## src/rtl/audio_i2s_serializer_pkg.sv

```systemverilog
// Shared types for the I2S serializer: FSM state encoding and the {L,R} word layout.
package audio_i2s_serializer_pkg;

  localparam int unsigned WORD_W = 32;
  localparam int unsigned CH_W   = WORD_W / 2;

  typedef enum logic [1:0] {
    ST_STOP  = 2'd0,
    ST_PRIME = 2'd1,
    ST_RUN   = 2'd2
  } state_e;

  // Left channel in the upper half, right channel in the lower half.
  typedef struct packed {
    logic [CH_W-1:0] left;
    logic [CH_W-1:0] right;
  } stereo_word_t;

  function automatic logic [CH_W-1:0] chan_sample(input stereo_word_t w, input logic is_right);
    return is_right ? w.right : w.left;
  endfunction

endpackage

```

## src/rtl/audio_i2s_serializer_bclk_gen.sv

```systemverilog
// BCLK generator: clock divider, BCLK register and falling-edge strobe.
// Idle (counter cleared, BCLK low) whenever run_i is low.
module audio_i2s_serializer_bclk_gen #(
  parameter int unsigned pBclkDiv = 4
) (
  input  logic clk_i,
  input  logic rst_ni,
  input  logic run_i,
  output logic bclk_o,
  output logic fall_tick_o_c
);

  localparam int unsigned DIV_W = (pBclkDiv > 1) ? $clog2(pBclkDiv) : 1;
  localparam logic [DIV_W-1:0] DIV_LAST = DIV_W'(pBclkDiv - 1);

  logic [DIV_W-1:0] div_cnt_q, div_cnt_d;
  logic             bclk_q, bclk_d;
  logic             tc_c;

  assign tc_c          = (div_cnt_q == DIV_LAST);
  assign fall_tick_o_c = run_i && tc_c && bclk_q;
  assign bclk_o        = bclk_q;

  // Divider advance and BCLK toggle at terminal count.
  always_comb begin
    div_cnt_d = '0;
    bclk_d    = 1'b0;
    if (run_i) begin
      div_cnt_d = tc_c ? '0 : div_cnt_q + DIV_W'(1);
      bclk_d    = tc_c ? ~bclk_q : bclk_q;
    end
  end

  always_ff @(posedge clk_i or negedge rst_ni) begin
    if (!rst_ni) begin
      div_cnt_q <= '0;
      bclk_q    <= 1'b0;
    end else begin
      div_cnt_q <= div_cnt_d;
      bclk_q    <= bclk_d;
    end
  end

endmodule

```

## src/rtl/audio_i2s_serializer.sv

```systemverilog
// Serializes {L,R} stereo words to an I2S DAC (BCLK/LRCK/SDATA), one word per frame.
// Build option I2S_LEFT_JUSTIFY_EN selects left-justified framing instead of standard I2S.
module audio_i2s_serializer
  import audio_i2s_serializer_pkg::*;
#(
  parameter int unsigned pBclkDiv   = 4,
  parameter int unsigned pSlotBit   = 32,
  parameter int unsigned pSampleBit = 16
) (
  input  logic              iAudioClk,
  input  logic              iAudioRst,
  input  logic              iEnable,
  input  logic [WORD_W-1:0] iAudioData,
  input  logic              iAudioVd,
  output logic              oAudioReq,
  output logic              oAudioLRch,
  output logic              oI2sBclk,
  output logic              oI2sLrck,
  output logic              oI2sSdata,
  output logic              oUnderrun,
  input  logic              iUnderrunClr
);

  localparam int unsigned FRAME_BITS = 2 * pSlotBit;
  localparam int unsigned CNT_W      = $clog2(FRAME_BITS);
  localparam logic [CNT_W-1:0] CNT_LAST = CNT_W'(FRAME_BITS - 1);
  localparam logic [CNT_W-1:0] CNT_SLOT = CNT_W'(pSlotBit);
  localparam logic [CNT_W-1:0] CNT_SMP  = CNT_W'(pSampleBit);

  state_e           state_q, state_d;
  logic [CNT_W-1:0] bit_cnt_q, bit_cnt_d;
  stereo_word_t     shadow_q, shadow_d;
  logic             req_q, req_d;
  logic             lrck_q, lrck_d;
  logic             sdata_q, sdata_d;
  logic             undr_q, undr_d;
  logic             run_c, fall_tick_c, frame_wrap_c, bclk;

  assign run_c        = (state_q == ST_RUN);
  assign frame_wrap_c = fall_tick_c && (bit_cnt_q == CNT_LAST);

  audio_i2s_serializer_bclk_gen #(
    .pBclkDiv (pBclkDiv)
  ) u_bclk_gen (
    .clk_i         (iAudioClk),
    .rst_ni        (iAudioRst),
    .run_i         (run_c),
    .bclk_o        (bclk),
    .fall_tick_o_c (fall_tick_c)
  );

  // Serial bit for a given frame position; zero outside the sample window.
  function automatic logic slot_bit(input stereo_word_t w, input logic [CNT_W-1:0] cnt);
    logic            is_right;
    logic [CNT_W-1:0] b;
    logic [CH_W-1:0] smp;
    logic [CH_W-1:0] shifted;
    int unsigned     sh;
    is_right = (cnt >= CNT_SLOT);
    b        = is_right ? cnt - CNT_SLOT : cnt;
    smp      = chan_sample(w, is_right);
    slot_bit = 1'b0;
`ifdef I2S_LEFT_JUSTIFY_EN
    sh = pSampleBit - 32'(1) - 32'(b);
    shifted = smp >> sh;
    if (b < CNT_SMP) slot_bit = shifted[0];
`else
    sh = pSampleBit - 32'(b);
    shifted = smp >> sh;
    if ((b >= CNT_W'(1)) && (b <= CNT_SMP)) slot_bit = shifted[0];
`endif
  endfunction

  always_ff @(posedge iAudioClk or negedge iAudioRst) begin
    if (!iAudioRst) state_q <= ST_STOP;
    else            state_q <= state_d;
  end

  // Stop requests are only honoured at the frame boundary so the DAC never sees a torn frame.
  always_comb begin
    state_d = state_q;
    unique case (state_q)
      ST_STOP:  if (iEnable) state_d = ST_PRIME;
      ST_PRIME: begin
        if (!iEnable)      state_d = ST_STOP;
        else if (iAudioVd) state_d = ST_RUN;
      end
      ST_RUN:   if (frame_wrap_c && !iEnable) state_d = ST_STOP;
      default:  state_d = ST_STOP;
    endcase
  end

  // Bit counter, shadow word, request pulse, underrun flag and serial outputs.
  always_comb begin
    req_d     = 1'b0;
    bit_cnt_d = bit_cnt_q;
    shadow_d  = shadow_q;
    undr_d    = undr_q && !iUnderrunClr;
    unique case (state_q)
      ST_STOP: begin
        bit_cnt_d = '0;
        req_d     = iEnable;
      end
      ST_PRIME: begin
        bit_cnt_d = '0;
        if (iEnable && iAudioVd) shadow_d = stereo_word_t'(iAudioData);
      end
      ST_RUN: begin
        if (fall_tick_c) begin
          bit_cnt_d = frame_wrap_c ? '0 : bit_cnt_q + CNT_W'(1);
          // A stopping frame neither fetches a new word nor reports an underrun.
          if (frame_wrap_c && iEnable) begin
            req_d    = 1'b1;
            shadow_d = iAudioVd ? stereo_word_t'(iAudioData) : '0;
            if (!iAudioVd) undr_d = 1'b1;
          end
        end
      end
      default: bit_cnt_d = '0;
    endcase
    lrck_d  = (state_d == ST_RUN) && (bit_cnt_d >= CNT_SLOT);
    sdata_d = (state_d == ST_RUN) && slot_bit(shadow_d, bit_cnt_d);
  end

  always_ff @(posedge iAudioClk or negedge iAudioRst) begin
    if (!iAudioRst) begin
      bit_cnt_q <= '0;
      shadow_q  <= '0;
      req_q     <= 1'b0;
      lrck_q    <= 1'b0;
      sdata_q   <= 1'b0;
      undr_q    <= 1'b0;
    end else begin
      bit_cnt_q <= bit_cnt_d;
      shadow_q  <= shadow_d;
      req_q     <= req_d;
      lrck_q    <= lrck_d;
      sdata_q   <= sdata_d;
      undr_q    <= undr_d;
    end
  end

  assign oAudioReq  = req_q;
  assign oAudioLRch = lrck_q;
  assign oI2sLrck   = lrck_q;
  assign oI2sSdata  = sdata_q;
  assign oUnderrun  = undr_q;
  assign oI2sBclk   = bclk;

endmodule

```

## config.mk

```make
export PLATFORM = sky130hd
export DESIGN_NAME = audio_i2s_serializer
export DESIGN_NICKNAME = d
export VERILOG_FILES = /design/src/rtl/audio_i2s_serializer_pkg.sv /design/src/rtl/audio_i2s_serializer_bclk_gen.sv /design/src/rtl/audio_i2s_serializer.sv
export SDC_FILE = /design/constraint.sdc
export NUM_CORES = 1
export LEC_CHECK = 0
export ABC_CLOCK_PERIOD_IN_PS = 4380
export BUFFER_PORTS_ARGS = -buffer_cell sky130_fd_sc_hd__buf_2
export CORE_MARGIN = 2
export CORE_UTILIZATION = 60
export DETAILED_ROUTE_END_ITERATION = 6
export PLACE_DENSITY = 0.95
export SETUP_SLACK_MARGIN = 0.5
export SLEW_MARGIN = 30
export SYNTH_ARGS = -nofsm -noshare
export SYNTH_HDL_FRONTEND = slang
export SYNTH_SLANG_ARGS = --single-unit
```

## constraint.sdc

```tcl
create_clock -name iAudioClk -period 4.38 [get_ports iAudioClk]
set_input_delay 0.219 -clock iAudioClk [delete_from_list [all_inputs] [get_ports iAudioClk]]
set_output_delay 0.219 -clock iAudioClk [all_outputs]
set_load 0.03 [all_outputs]
```

==> results by group, run 1 <==
Status
  • Status: completed

Timing
  • Clk_skew: around 6.7 ps
  • Setup TNS: 0 ps
  • Unrepaired setup endpoints after global routing: no
  • Post-route setup slack: around 760 ps
  • Hold slack: 135 ps
  • Minimum clock period: ~3600 ps
  • Slew margin rel.: between 40% and 50%
  • Final hold violation count: 0
  • Fmax: roughly 0.28 GHz
  • Actual slew at the worst max-slew pin: 813 ps
  • Final setup fails: 0
  • Period utilisation layout: 82.6%
  • Max Transition Viols Final: 0

Clock tree
  • H-tree depth: 2
  • Clock tree buffer depth: 2
  • Post-CTS Resized: 0
  • Worst-skew pair later-pin latency: 310 ps
  • Root buffer selected by CTS: clkbuf_8
  • CTS tree: yes
  • Number of buffers created by CTS: 5
  • CTS sink count: 47
  • Worst-path clk slew: about 80 ps

Run
  • Max cap viols: 0

Power
  • Pint: ~900 uW
  • Switching part of the total power: ~38%
  • Sw power: approximately 530 uW
  • VDD IR-drop max: 0.391 mV
  • PwrDens: between 400 and 500 mW/mm^2
  • Leak pwr: about 1.4 nW
  • Sequential Power Share: 44.4%
  • Comb pwr share: between 30% and 40%
  • Clk pwr share: a little under a fifth

Logic synthesis
  • Distinct cells, synth: between 50 and 60
  • Post-synthesis register bit count: 47
  • YS warnings: 0
  • Mapped Cells: about 250
  • Mapped Area: around 0.0026 mm^2
  • Top cell type's share of synthesized area: 44.4%
  • Post-Syn Area per Cell: approximately 11 um^2
  • Top cells by count, synth: dfrtp_1 (47), nand2_1 (28), a22o_1 (27)
  • Ys async rst share: 100%
  • Post-synth EDFFs: 0
  • Ranking of synthesized cells by area: dfrtp_1 (44%), a22o_1 (8.9%), nand2_1 (4.0%), ha_1 (3.8%), mux2i_1 (3.8%)
  • Synth Net Count: 294
  • Most frequent cell after synthesis: dfrtp_1
  • Most used DFF post-synth: dfrtp_1
  • Sequential area share after synthesis: between 40 and 50%
  • Post-synth top area cell: dfrtp_1

Route
  • Detail Route Antenna Nets: 0
  • Drt via density: between 6 and 7
  • # DRC: 0
  • DR WL/cell: around 18 um
  • Number of DRC markers in iteration 0: 209
  • DRT Pass-1 Iters: 4
  • Via count: 2174
  • Routed wire length: between 6 and 7 mm

Final layout
  • Cell area after layout: ~0.0029 mm^2
  • Register Area: approximately 0.0012 mm^2
  • Syn-to-layout area delta: 10.3%
  • Nets: approximately 330
  • Ratio of cells with drive above 1 in the final layout: a little under a quarter
  • N_diodes: 0
  • Filler Cell Count: ~340
  • Multi-input combinational cell area: around 0.0013 mm^2
  • Finished Core Util: 68.0%

Worst setup path
  • Worst path slowest cell: ha_1
  • CP Max Fanout: 16
  • Max stage delay on crit path: approximately 570 ps
  • Kind of end point of the critical path: flop
  • Crit path kind: flop to flop
  • CP Launch Type: flop
  • Critical path's top delay family: compound AO/OA/AOI/OAI gates
  • Buffers and inverters on the worst path: 2
  • Crit path DAT: ~3800 ps
  • Cell chain of the critical path: inv_1, ha_1, nand4_1, o211ai_1, a21boi_1, inv_1, ha_1, nor2_1, o21ai_0, a21oi_1, a2111o_1, a2111oi_2
  • Critical Path RT: between 4000 and 5000 ps

Place
  • Final HPWL DP: 4.15 mm
  • DP Area: 0.00283 mm^2
  • Setup WS pre-CTS: just under 900 ps
  • Buffers on Ports: between 40 and 50
  • RD Place Congestion: 0.914

Worst hold path
  • Hold Crit Class: primary input to flop

Die
  • Die area: 0.00496 mm^2
  • Die Span X: ~70 um
  • Row Count: 24
  • I/O pin total: 43
  • Starting Density: 61.7%
  • Core area: between 0.004 and 0.005 mm^2
  • Die H: approximately 70 um

Global route
  • First-pass GRT wire length: ~10 mm
  • Initial antenna violation count: 0
  • GRT Total Usage: 26.8%
  • Largest net degree at the start of global routing: 48
  • Vias in the first global route: 2263
  • Grt total ovfl: 0
[worst reg2reg max path: stages, from the launching register on]
cell,delay [ps]
dfrtp_1,420
inv_1,90
ha_1,390
nand4_1,280
o211ai_1,140
a21boi_1,430
inv_1,140
ha_1,570
nor2_1,140
o21ai_0,120
a21oi_1,90
a2111o_1,420
a2111oi_2,290
[state kept, by name, indices dropped and copies added, names as in the netlist]
name                  cells
shadow_q                 32
bit_cnt_q                 6
state_q                   2
u_bclk_gen.div_cnt_q      2
oAudioLRch                1
oAudioReq                 1
oI2sSdata                 1
oUnderrun                 1
u_bclk_gen.bclk_o         1
[per-stage QoR]
stage	total power, mW	instances
final	1.41	340
after global routing	1.49	340
after CTS	1.40	340
after detailed placement	1.13	331
after global placement	1.11	331
after floorplan	1.02	249
[power groups by stage]
stage               combinational, mW  clock [mW]  sequential (mW)
floorplan                       0.403           0            0.613
global placement                0.491           0            0.621
detailed placement              0.507           0            0.627
CTS                             0.518       0.262            0.620
global route                    0.572       0.282            0.634
finish                          0.522       0.261            0.625
[cells in the final DEF (no fill, tap or decap), types with 5 or more instances in the layout]
cell | netlist | layout
a22o_1 | 27 | 27
a2bb2oi_1 | 5 | 5
nand2_1 | 28 | 28
xnor2_1 | 5 | 5
a21oi_1 | 5 | 5
nand4_1 | 6 | 6
mux2_2 | 6 | 6
nor2_1 | 15 | 15
ha_1 | 8 | 8
buf_2 | 0 | 41
mux2i_1 | 10 | 10
o21ai_0 | 5 | 5
nor3_1 | 5 | 5
inv_1 | 8 | 8
clkbuf_8 | 0 | 5
dfrtp_1 | 47 | 47
[what timing repair did]
item,in CTS,in global routing
setup buffers,0,0
hold buffers,1,0
hold endpoints to repair,47,0
[worst paths after layout]
| path | from | slack [ps] | depth (start not counted) | end |
|---|---|---|---|---|
| setup / recovery | state_q[0] | 760 | 12 | oI2sSdata |
| hold / removal | iAudioData[27] | 140 | 3 | shadow_q[27] |
| setup reg to reg | state_q[0] | 760 | 12 | oI2sSdata |
| hold reg to reg | u_bclk_gen.div_cnt_q[0] | 440 | 1 | u_bclk_gen.div_cnt_q[0] |
| max in group asynchronous | iAudioRst | 3520 | 2 | bit_cnt_q[4] |
| min in group asynchronous | iAudioRst | 450 | 2 | oUnderrun |
[routing by layer]
layer	track usage, %	vias to the layer above	share of wire [%]
met2	43.4	80	50
met3	6.20	18	5.0
li1	-	998	-
met5	0	-	0
met4	12.2	0	2.5
met1	34.2	1078	43
[cell type report]
type | count | area share [%]
multi-input combinational | 178 | 45.1
sequential | 47 | 40.3
timing repair buffer | 46 | 8.39
clock buffer | 6 | 2.48
tap | 52 | 2.23
inverter | 9 | 1.16
clock inverter | 2 | 0.428
[cell families (layout without fill, tap and decap cells)]
family | Yosys count | after routing | share of synthesized area [%]
AND/OR/NAND/NOR | 77 | 77 | 15.0
XOR/XNOR | 7 | 7 | 2.31
AO/OA/AOI/OAI | 69 | 69 | 21.4
buffers and inverters | 24 | 63 | 5.90
adder cells (fa/ha/maj) | 8 | 8 | 3.78
multiplexers | 17 | 17 | 7.18
flip-flops | 47 | 47 | 44.4
No activity file was read; power rests on OpenSTA's default activity.
==> run 2: changes to the inputs <==
Settings changed: ABC_CLOCK_PERIOD_IN_PS 4380 to 3400, CORE_UTILIZATION 60 to 56, PLACE_DENSITY 0.95 to 0.9.
Clock period 4.38 ns to 3.4 ns, I/O delays scaled along.
==> run 2 against run 1 <==
Sequential share of layout area down 3.7 points. Power up 49%. Global-route usage down 1.6 points. Via count up 6.9%. Clock power up 69%. Die area up 6.7%. Combinational power up 62%. Non-clock buffer count up 19. Final cell count up 6.2%. Sequential power up 30%. Register-to-register slack worse by 210 ps. Worst setup slack worse by 210 ps.
==> results by group, run 2 (synthesized netlist as in run 1, its figures left out) <==
Status
  • Status: completed (unchanged)

Global route
  • First-pass GRT wire length: 10.3 mm (was 10.5 mm)
  • Largest net degree at the start of global routing: 48 (unchanged)
  • Met1 usage in global routing: 34.3% (was 34.2%)
  • Vias in the first global route: 2133 (was 2263)
  • Met2 Use GR: 41.3% (was 43.4%)
  • Grt total ovfl: 0 (unchanged)
  • Initial antenna violation count: 0 (unchanged)
  • Met3 Use GR: 4.83% (was 6.20%)
  • GRT Total Usage: 25.2% (was 26.8%)
  • Grt peak-use layer: met2 (unchanged)

Die
  • Starting Density: 57.2% (was 61.7%)
  • Core area: 0.00463 mm^2 (was 0.00429 mm^2)
  • Row Count: 25 (was 24)
  • Die Span X: 72.8 um (was 70.4 um)
  • Die H: 72.8 um (was 70.4 um)
  • Die area: 0.00530 mm^2 (was 0.00496 mm^2)
  • I/O pin total: 43 (unchanged)

Final layout
  • Filler Cell Count: 308 (was 335)
  • Reg with most FFs: shadow_q (unchanged)
  • Regs by FF count: shadow_q (32), bit_cnt_q (6) (unchanged)
  • Max FFs per register: 32 (unchanged)
  • Register Area: 0.00118 mm^2 (about the same)
  • Multi-input combinational cell area: 0.00140 mm^2 (was 0.00132 mm^2)
  • Ratio of cells with drive above 1 in the final layout: 32.2% (was 23.3%)
  • Nets: 351 (was 332)
  • Syn-to-layout area delta: 21.4% (was 10.3%)
  • Finished Core Util: 69.5% (was 68.0%)
  • Most common cell after layout, fill and taps aside: dfrtp_1 (unchanged)
  • N_diodes: 0 (unchanged)
  • Cell area after layout: 0.00322 mm^2 (was 0.00292 mm^2)
  • Commonest non-fill, non-tap cells in the layout: dfrtp_1 (46), buf_2 (41), nand2_1 (28) (was dfrtp_1 (47), buf_2 (41), nand2_1 (28))

Worst setup path
  • Critical Path RT: 3590 ps (was 4580 ps)
  • Crit path DAT: 3040 ps (was 3820 ps)
  • RR Startpoint: state_q[0] (unchanged)
  • Buffers and inverters on the worst path: 1 (was 2)
  • Worst reg-to-reg setup slack: 550 ps (was 760 ps)
  • Max stage delay on crit path: 450 ps (was 570 ps)
  • Worst path slowest cell: dfrtp_1 (was ha_1)
  • Kind of end point of the critical path: flop (unchanged)
  • Cell chain of the critical path: inv_2, ha_4, nand4_1, o211ai_1, a21boi_2, or3_1, mux2i_1, a41oi_1, a2111oi_2 (was inv_1, ha_1, nand4_1, o211ai_1, a21boi_1, inv_1, ha_1, nor2_1, o21ai_0, a21oi_1, a2111o_1, a2111oi_2)
  • Critical path's top delay family: compound AO/OA/AOI/OAI gates (unchanged)
  • CP Launch Type: flop (unchanged)
  • CP Max Fanout: 8 (was 16)
  • Reg-to-Reg End: oI2sSdata (unchanged)
  • Worst R2R Path Depth: 9 (was 12)
  • Crit path kind: flop to flop (unchanged)

Run
  • Max cap viols: 0 (unchanged)

Clock tree
  • Number of buffers created by CTS: 5 (unchanged)
  • H-tree depth: 2 (unchanged)
  • CTS sink count: 47 (unchanged)
  • Worst-skew pair later-pin latency: 310 ps (about the same)
  • Worst-path clk slew: 90 ps (was 80 ps)
  • Root buffer selected by CTS: clkbuf_8 (unchanged)
  • CTS tree: yes (unchanged)
  • Clock tree buffer depth: 2 (unchanged)

Place
  • Setup WS pre-CTS: 203 ps (was 879 ps)
  • RD Place Congestion: 0.907 (was 0.914)
  • DP Area: 0.00286 mm^2 (was 0.00283 mm^2)
  • Buffers on Ports: 42 (unchanged)
  • Final HPWL DP: 4.10 mm (was 4.15 mm)

Timing
  • Final setup fails: 0 (unchanged)
  • Actual slew at the worst max-slew pin: 599 ps (was 813 ps)
  • Period utilisation layout: 83.8% (was 82.6%)
  • Minimum clock period: 2850 ps (was 3620 ps)
  • Max Transition Viols Final: 0 (unchanged)
  • Slew margin rel.: 60.1% (was 45.8%)
  • Post-route setup slack: 549 ps (was 761 ps)
  • Unrepaired setup endpoints after global routing: no (unchanged)
  • Fmax: 0.351 GHz (was 0.276 GHz)
  • Setup TNS: 0 ps (unchanged)
  • Final hold violation count: 0 (unchanged)
  • Clk_skew: 12.0 ps (was 6.67 ps)

Route
  • DR WL/cell: 19.9 um (was 18.0 um)
  • DRT Pass-1 Iters: 6 (was 4)
  • # DRC: 0 (unchanged)
  • Detail Route Antenna Nets: 0 (unchanged)
  • Number of DRC markers in iteration 0: 294 (was 209)
  • Via count: 2325 (was 2174)
  • Routed wire length: 7.17 mm (was 6.13 mm)
  • Drt via density: 6.44 (was 6.39)

Worst hold path
  • Hold wc startpoint: iAudioData[15] (was iAudioData[27])
  • Worst Hold Endpoint: shadow_q[15] (was shadow_q[27])
  • Hold Crit Class: primary input to flop (unchanged)
  • Hold Path Depth: 3 (unchanged)

Power
  • VDD IR-drop max: 0.440 mV (was 0.391 mV)
  • PwrDens: 653 mW/mm^2 (was 482 mW/mm^2)
  • Leak pwr: 1.54 nW (was 1.41 nW)
run 2: cell count changes in the layout (fill, tap and decap cells not counted), sizes merged:
cell      delta
clkinvlp     -1
clkbuf       +1
buf         +18
bufinv       +1
run 2: timing repair:
| item | 4_1_cts | 5_1_grt |
|---|---|---|
| buffers inserted | 4 | 12 |
| hold buffers | 1 | 0 |
| hold endpoints to repair | 47 | 0 |
| cloned | 0 | 1 |
| setup endpoints to repair | 1 | 1 |
| pin swaps | 2 | 8 |
| resized for setup | 9 | 10 |
run 2: worst max-delay path by stage:
stage,from,endpoint,cells past startpoint
6_report,state_q[0],oI2sSdata,9
2_1_floorplan,u_bclk_gen.div_cnt_q[0],oI2sSdata,11
5_1_grt,state_q[0],oI2sSdata,8
3_3_place_gp,state_q[0],oI2sSdata,12
4_1_cts,state_q[0],oI2sSdata,11
3_5_place_dp,state_q[0],oI2sSdata,12
run 2: area by class of cell:
class                   count  share of cell area [%]
clock inverters             2                    1.09
inverters                   9                    1.05
flip-flops and latches     47                    36.6
repair buffers             65                    13.2
multi-input cells         178                    43.4
well taps                  54                    2.10
clock buffers               6                    2.57
run 2: routing by layer:
metal	vias up	routed length, um
met5	-	0
met4	0	197
met3	24	344
met2	110	3560
met1	1154	3080
li1	1037	-
run 2: worst reg2reg max path: stages, from the launching register on:
cell	delay, ps
dfrtp_1	450
inv_2	130
ha_4	200
nand4_1	210
o211ai_1	260
a21boi_2	120
or3_1	430
mux2i_1	360
a41oi_1	200
a2111oi_2	400
run 2: per-stage QoR:
| step | std cells | hold slack (ps) | power, mW |
|---|---|---|---|
| finish | 361 | 81.6 | 2.10 |
| global route | 361 | 99.2 | 2.18 |
| CTS | 348 | 78.3 | 1.93 |
| detailed placement | 335 | 212 | 1.48 |
| global placement | 335 | 394 | 1.44 |
| floorplan | 249 | -126 | 1.31 |
run 2: where the power goes:
group          leakage (nW)  internal (mW)  switching, mW
Clock                0.0612          0.238          0.201
Combinational         0.836          0.381          0.467
Sequential            0.645          0.713          0.100
